<file path="src/rtl/melody_sequencer.sv">
// Note-index sequencer for the music player: steps notes at a beat tempo, holds each
// for its ROM duration, inserts a silent gap, and supports start/stop/pause/loop.
//   state | meaning
//   IDLE  | waiting for start, note_idx parked at 0
//   LOAD  | one cycle: latch duration of note_idx from the duration ROM
//   PLAY  | tone enabled, counting beats
//   GAP   | tone disabled, counting silent ticks before the next note
//   DONE  | melody finished, note_idx holds LAST_NOTE
module melody_sequencer #(
    parameter int TICK_DIV  = 5000000,
    parameter int LAST_NOTE = 148,
    parameter int GAP_TICKS = 1,
    parameter int IDX_W     = 8
) (
    input  logic             clk,
    input  logic             reset,
    input  logic             start,
    input  logic             stop,
    input  logic             pause,
    input  logic             loop_en,
    input  logic [3:0]       dur_in,
    output logic [IDX_W-1:0] note_idx,
    output logic             sound_en,
    output logic             busy,
    output logic             done
);

    localparam int DIV_W = $clog2(TICK_DIV);
    localparam int GAP_W = (GAP_TICKS < 2) ? 1 : $clog2(GAP_TICKS + 1);

    typedef enum logic [2:0] {
        IDLE = 3'd0,
        LOAD = 3'd1,
        PLAY = 3'd2,
        GAP  = 3'd3,
        DONE = 3'd4
    } state_t;

    state_t             state_q, state_d;
    logic [DIV_W-1:0]   div_q, div_d;
    logic [3:0]         beat_q, beat_d;
    logic [GAP_W-1:0]   gap_q, gap_d;
    logic [IDX_W-1:0]   idx_d;
    logic               sound_d, busy_d, done_d;
    logic               running, tick, advance;

    always_ff @(posedge clk or negedge reset) begin
        if (!reset) begin
            state_q  <= IDLE;
            div_q    <= '0;
            beat_q   <= '0;
            gap_q    <= '0;
            note_idx <= '0;
            sound_en <= 1'b0;
            busy     <= 1'b0;
            done     <= 1'b0;
        end else begin
            state_q  <= state_d;
            div_q    <= div_d;
            beat_q   <= beat_d;
            gap_q    <= gap_d;
            note_idx <= idx_d;
            sound_en <= sound_d;
            busy     <= busy_d;
            done     <= done_d;
        end
    end

    always_comb begin
        state_d = state_q;
        div_d   = div_q;
        beat_d  = beat_q;
        gap_d   = gap_q;
        idx_d   = note_idx;
        advance = 1'b0;

        // Pause freezes the divider, so no tick can reach the counters or the state.
        running = ((state_q == PLAY) || (state_q == GAP)) && !pause;
        tick    = running && (div_q == DIV_W'(TICK_DIV - 1));

        if (running) begin
            div_d = tick ? '0 : div_q + 1'b1;
        end

        case (state_q)
            IDLE, DONE: begin
                div_d = '0;
                if (start) begin
                    state_d = LOAD;
                    idx_d   = '0;
                end
            end
            LOAD: begin
                div_d   = '0;
                beat_d  = (dur_in == 4'd0) ? 4'd1 : dur_in;
                state_d = PLAY;
            end
            PLAY: begin
                if (tick) begin
                    if (beat_q > 4'd1) begin
                        beat_d = beat_q - 4'd1;
                    end else if (GAP_TICKS > 0) begin
                        state_d = GAP;
                        gap_d   = GAP_W'(GAP_TICKS);
                    end else begin
                        advance = 1'b1;
                    end
                end
            end
            GAP: begin
                if (tick) begin
                    if (gap_q > GAP_W'(1)) begin
                        gap_d = gap_q - 1'b1;
                    end else begin
                        advance = 1'b1;
                    end
                end
            end
            default: state_d = IDLE;
        endcase

        if (advance) begin
            if (note_idx < IDX_W'(LAST_NOTE)) begin
                idx_d   = note_idx + 1'b1;
                state_d = LOAD;
            end else if (loop_en) begin
                idx_d   = '0;
                state_d = LOAD;
            end else begin
                state_d = DONE;
            end
        end

        if (stop) begin
            state_d = IDLE;
            idx_d   = '0;
            div_d   = '0;
            beat_d  = '0;
            gap_d   = '0;
        end

        // Outputs are registered from the next state, so they align with the state they describe.
        sound_d = (state_d == PLAY) && !pause && !stop;
        busy_d  = (state_d == LOAD) || (state_d == PLAY) || (state_d == GAP);
        done_d  = (state_d == DONE) && (state_q != DONE);
    end

endmodule

</file>
<file path="config.mk">
export PLATFORM = sky130hd
export DESIGN_NAME = melody_sequencer
export DESIGN_NICKNAME = d
export VERILOG_FILES = /design/src/rtl/melody_sequencer.sv
export SDC_FILE = /design/constraint.sdc
export NUM_CORES = 1
export LEC_CHECK = 0
export CAP_MARGIN = 20
export CORE_UTILIZATION = 55
export DETAILED_ROUTE_END_ITERATION = 6
export DONT_BUFFER_PORTS = 1
export MAX_ROUTING_LAYER = met4
export PLACE_DENSITY = 0.7
export SKIP_CTS_REPAIR_TIMING = 1
export SYNTH_ARGS = -nofsm -noshare
export SYNTH_HDL_FRONTEND = slang
export SYNTH_SLANG_ARGS = --single-unit
</file>
<file path="constraint.sdc">
create_clock -name clk -period 5.8 [get_ports clk]
set_clock_uncertainty 0.15 [all_clocks]
set_input_delay 0.58 -clock clk [delete_from_list [all_inputs] [get_ports clk]]
set_output_delay 0.58 -clock clk [all_outputs]
set_load 0.01 [all_outputs]
</file>
### Word level (Yosys, flattened, before mapping)

Cells that the tools add are included.
Widths: inputs -> output; s select.

* output and inout bits: 11
* latch bits: 0
* word-level logic and storage cells: 81
* register bits: 42
* memories kept: 0
* RAM bits: 0
* memory bits (read-only): 0
* input bits: 10

* shifts and indexed selects: 0
* mux-type cells: 32
* multipliers: 0
* equality and inequality tests: 15
* bitwise logic cells: 0
* add/sub/neg operators: 4
* div/mod/pow operators: 0
* reductions and logical operators: 19
* $lt $le $gt $ge: 3

Operators with widths (count)
* $mux 23: 4
* $mux 8: 6
* $add 23x1->23 const B: 1
* $eq 23x23->1 const B: 1
* $mux 3: 7
* $mux 4: 4
* $eq 3x2->1 const B: 4
* $ne 3x3->1 const B: 4
* $pmux 3 s4: 1
* $reduce_bool 3->1: 3
* $add 8x1->8 const B: 1
* $lt 8x8->1 const B: 1
* $mux 1: 8
* $pmux 4 s2: 1
* $eq 3x1->1 const B: 2
* $eq 3x3->1 const B: 2
* $ne 3x2->1 const B: 2
* $logic_and 1x1->1: 5
* $reduce_and 5->1: 1
* $gt 4x1->1 const B: 1
* $logic_not 4->1: 1
* $sub 4x1->4 const B: 1
* $logic_not 3->1: 1
* $logic_or 1x1->1: 3
* other kinds (7): 8

### Logic depth before layout (Yosys ltp)

* word-level depth: 11
* gate-level depth with buffers: 7
* gate-level depth less buffers: 7

### Least setup slack after synthesis

No wires, ideal clock.

* path kind: register to register
* start point: register div_q[6]
* end point: register beat_q[2]
* setup slack: 3.127 ns
* arrival: 2.441 ns
* stages on the path, launching flop included: 6
* buffers on the path: 0
* library setup time: 0.082 ns
* period minus slack after synthesis: 2.673 ns
* required time: 5.568 ns
* cells stage by stage: dfrtp_1 > or4b_4 > or4_4 > or4_4 > or3_1 > a31oi_1

* word-level cells in the longest chain between the ends: 4

RTL lines
* from (decl): RTL line 40 `logic [DIV_W-1:0] div_q, div_d;`
* from (signal assigned): RTL line 59 `div_q <= div_d;`
* $eq 23x23->1: RTL line 79 `tick = running && (div_q == DIV_W'(TICK_DIV - 1));`
* $logic_and 1x1->1: RTL line 79
* $ne 3x3->1 (no source line)
* $reduce_and 3->1 (no source line)
* to (signal assigned): RTL line 60 `beat_q <= beat_d;`
* to (decl): RTL line 41 `logic [3:0] beat_q, beat_d;`

Every way passes these cells.
A chain may end at the register's enable or synchronous reset.

### Worst setup path after layout

Same ends and word-level chain as after synthesis.

==> out/metrics.cfg <==
[outcome]
status = finished clean

[synthesis]
async_flop_share_pct = 100.0
synth-seq-cells = 41
synthXorXnorAreaFrac_pct = 6.552
syn-cell-area_mm2 = 0.002406
yosysWarnings = 0
yosysUniqueCellTypes = 46
synthSimpleGateAreaFrac_pct = 30.94
syn_nets = 282
synth_seq_area_share_pct = 42.64
netlist_instances = 268
synth-compound-area-share_pct = 14.04
synthMuxAreaShare_pct = 1.716
synth_fa_ha_area_share_pct = 2.080
synth-edff-count = 0
synth_top_family_by_area = simple AND/OR/NAND/NOR gates
ys.flop_type = dfrtp_1
syn_avg_cell_area_um2 = 8.978

[route]
vias_per_cell = 6.087
drt_pass1_iterations = 4
vias = 1960
wl_per_cell_um = 16.08
drtAntennaViolNets = 0
wirelength_um = 5178
drtIter0Drc = 177
route.detailed.drc = 0

[cells_and_area]
fin_cells = 322
drive_gt1_share_pct = 6.250
num-nets-final = 285
syn2layout_area_growth_pct = 6.864
fillCellCount = 369
n_antenna_cell = 0
final_cell_mix = dfrtp_1, nor2_1, nand2_1
layout_commonest_cell = dfrtp_1

[cts]
cts_root_buf = clkbuf_8
cts.htree.levels = 2
path_clk_slew_ps = 80
clkSinkCount = 41
cts_made_buffers = 5
cts_buffer_depth = 2
clk_latency_ps = 300
cts_tree = done

[global_route]
track_usage_pct = 24.96
antenna_found_initial = 0
grt_pass1_vias = 1761
grt_use_met3_pct = 5.000
grt_pass1_wl_um = 8148
use_met1_pct = 34.10
grt_max_degree = 42
grtUsageMet2_pct = 35.66
grt_overflow = 0
busiest_layer = met2

[critical_path]
required_ps = 5880
cp_common_cell = or4_4
critical_path_class = register to register
crit_arrival_ps = 2850
cp-end-kind = register
path_cells = or4b_4, or4_4, or4_4, or3_1, a31oi_1
cp-start-kind = register
cp_max_fo = 5
path_buf_inv = 0
crit_family = simple AND/OR/NAND/NOR gates
max_stage_delay_ps = 570
worst_path_max_delay_cell = or4b_4

[power]
internal-power_w = 0.0003934
p_clk_share_pct = 34.8
powerDensity_mw_per_mm2 = 203.8
p_leak_nw = 1.061
power_switching_w = 0.0001306
ir_drop_mv = 0.1274
pwr-share-comb_pct = 8.5
p_seq_share_pct = 56.7
p_sw_share_pct = 24.92

[sta]
fin_crit_ps = 2768
fin_crit_sh_pct = 47.72
grt_setup_unrepaired = no
worst_pin_slew_ps = 876.1
finalWorstSetupSlack_ps = 3032
setup_violations = 0
maxSlewHeadroom_pct = 41.24
tns_ps = 0
hold_viol = 0
slew_violations = 0
fmax_ghz = 0.3613

[placement]
place_ws_ps = 3048
dpl.hpwl_um = 3513
dp.cells = 312
io_buffers = 0
gp_congestion = 0.8743

[min_path]
hold_path_class = primary input to register

[floorplan]
core-area_mm2 = 0.004086
rows = 23
start_util_pct = 58.88
die-height_um = 68.14
io_pins = 21
die_x_um = 68.14
dieArea_mm2 = 0.004643

[job]
maxCapViolations = 0

==> path summary, 6_finish.rpt <==
check	startpoint	endpoint	slack [ps]	cells past startpoint
max	div_q[6]	beat_q[2]	3030	5
min	stop	beat_q[2]	180	1
max reg2reg	div_q[6]	beat_q[2]	3030	5
min reg2reg	div_q[21]	div_q[21]	370	1
max in group asynchronous	reset	div_q[15]	4670	2
min in group asynchronous	reset	sound_en	630	2
==> final cells by class <==
cell class                 count  area [µm²]  area share, %
multi-input combinational    214        1331          51.78
sequential                    41        1026          39.90
clock buffer                   8       80.08          3.114
tap                           50       62.56          2.433
timing repair buffer           4       52.55          2.044
inverter                       5       18.77         0.7299
==> sequential cells by signal (all words and copies together) (netlist names) <==
name / cells
sound_en: 1
div_q: 23
busy: 1
state_q: 3
beat_q: 4
note_idx: 8
done: 1
==> power by group through the flow <==
stage | Combinational, W | Clock (W) | Sequential (W)
after floorplan | 0.0000339 | 0 | 0.000299
after global placement | 0.0000362 | 0 | 0.000303
after detailed placement | 0.0000361 | 0 | 0.000303
after CTS | 0.0000365 | 0.000188 | 0.000297
after global routing | 0.0000510 | 0.000200 | 0.000298
final | 0.0000447 | 0.000182 | 0.000297
==> cell usage after synthesis, types with 2 or more instances <==
cell | number | area [µm²]
o31ai_1 | 2 | 15.01
nor2b_1 | 4 | 25.02
nor2_1 | 36 | 135.1
nor3_1 | 8 | 40.04
ha_1 | 4 | 50.05
o21ai_0 | 6 | 30.03
or3_1 | 5 | 31.28
nand2b_1 | 7 | 43.79
a21oi_1 | 13 | 65.06
o211ai_1 | 2 | 15.01
and3_1 | 9 | 56.30
a31oi_1 | 5 | 31.28
a22o_1 | 3 | 26.28
nand3_1 | 12 | 60.06
a211oi_1 | 4 | 30.03
nand3b_1 | 3 | 22.52
inv_1 | 5 | 18.77
or4_4 | 2 | 22.52
xnor2_1 | 3 | 26.28
mux2i_1 | 3 | 30.03
a21o_1 | 5 | 37.54
nand2_1 | 21 | 78.83
xor2_1 | 15 | 131.4
or4bb_1 | 2 | 22.52
o21bai_1 | 2 | 15.01
dfrtp_1 | 41 | 1026
nor3b_1 | 3 | 22.52
or2_2 | 4 | 25.02
and3b_1 | 2 | 17.52
nand4_1 | 12 | 75.07
clkbuf_1 | 7 | 26.28
nor4_1 | 4 | 25.02
==> routing by layer <==
| metal | vias to the layer above | part of all wire (%) |
|---|---|---|
| met1 | 928 | 51 |
| li1 | 984 | - |
| met4 | 0 | 1.7 |
| met2 | 41 | 43 |
| met5 | - | 0 |
| met3 | 7 | 3.8 |
==> logic make-up after synthesis <==
group,Yosys count
AO/OA/AOI/OAI,50
XOR/XNOR,18
adder cells (fa/ha/maj),4
buffers and inverters,13
flip-flops,41
multiplexers,4
AND/OR/NAND/NOR,138
==> through the flow <==
stage / hold WS [ps] / total power [W] / util, % / cell area (µm²)
detailed placement: 135.4 / 0.0003388 / 60.04 / 2454
floorplan: 134.4 / 0.0003328 / - / 2406
global route: 168.3 / 0.0005488 / 62.92 / 2571
finish: 179.9 / 0.0005240 / 62.92 / 2571
global placement: 135.3 / 0.0003388 / 60.04 / 2454
CTS: -190.1 / 0.0005211 / 62.00 / 2534
No activity file was read; power rests on OpenSTA's default activity.
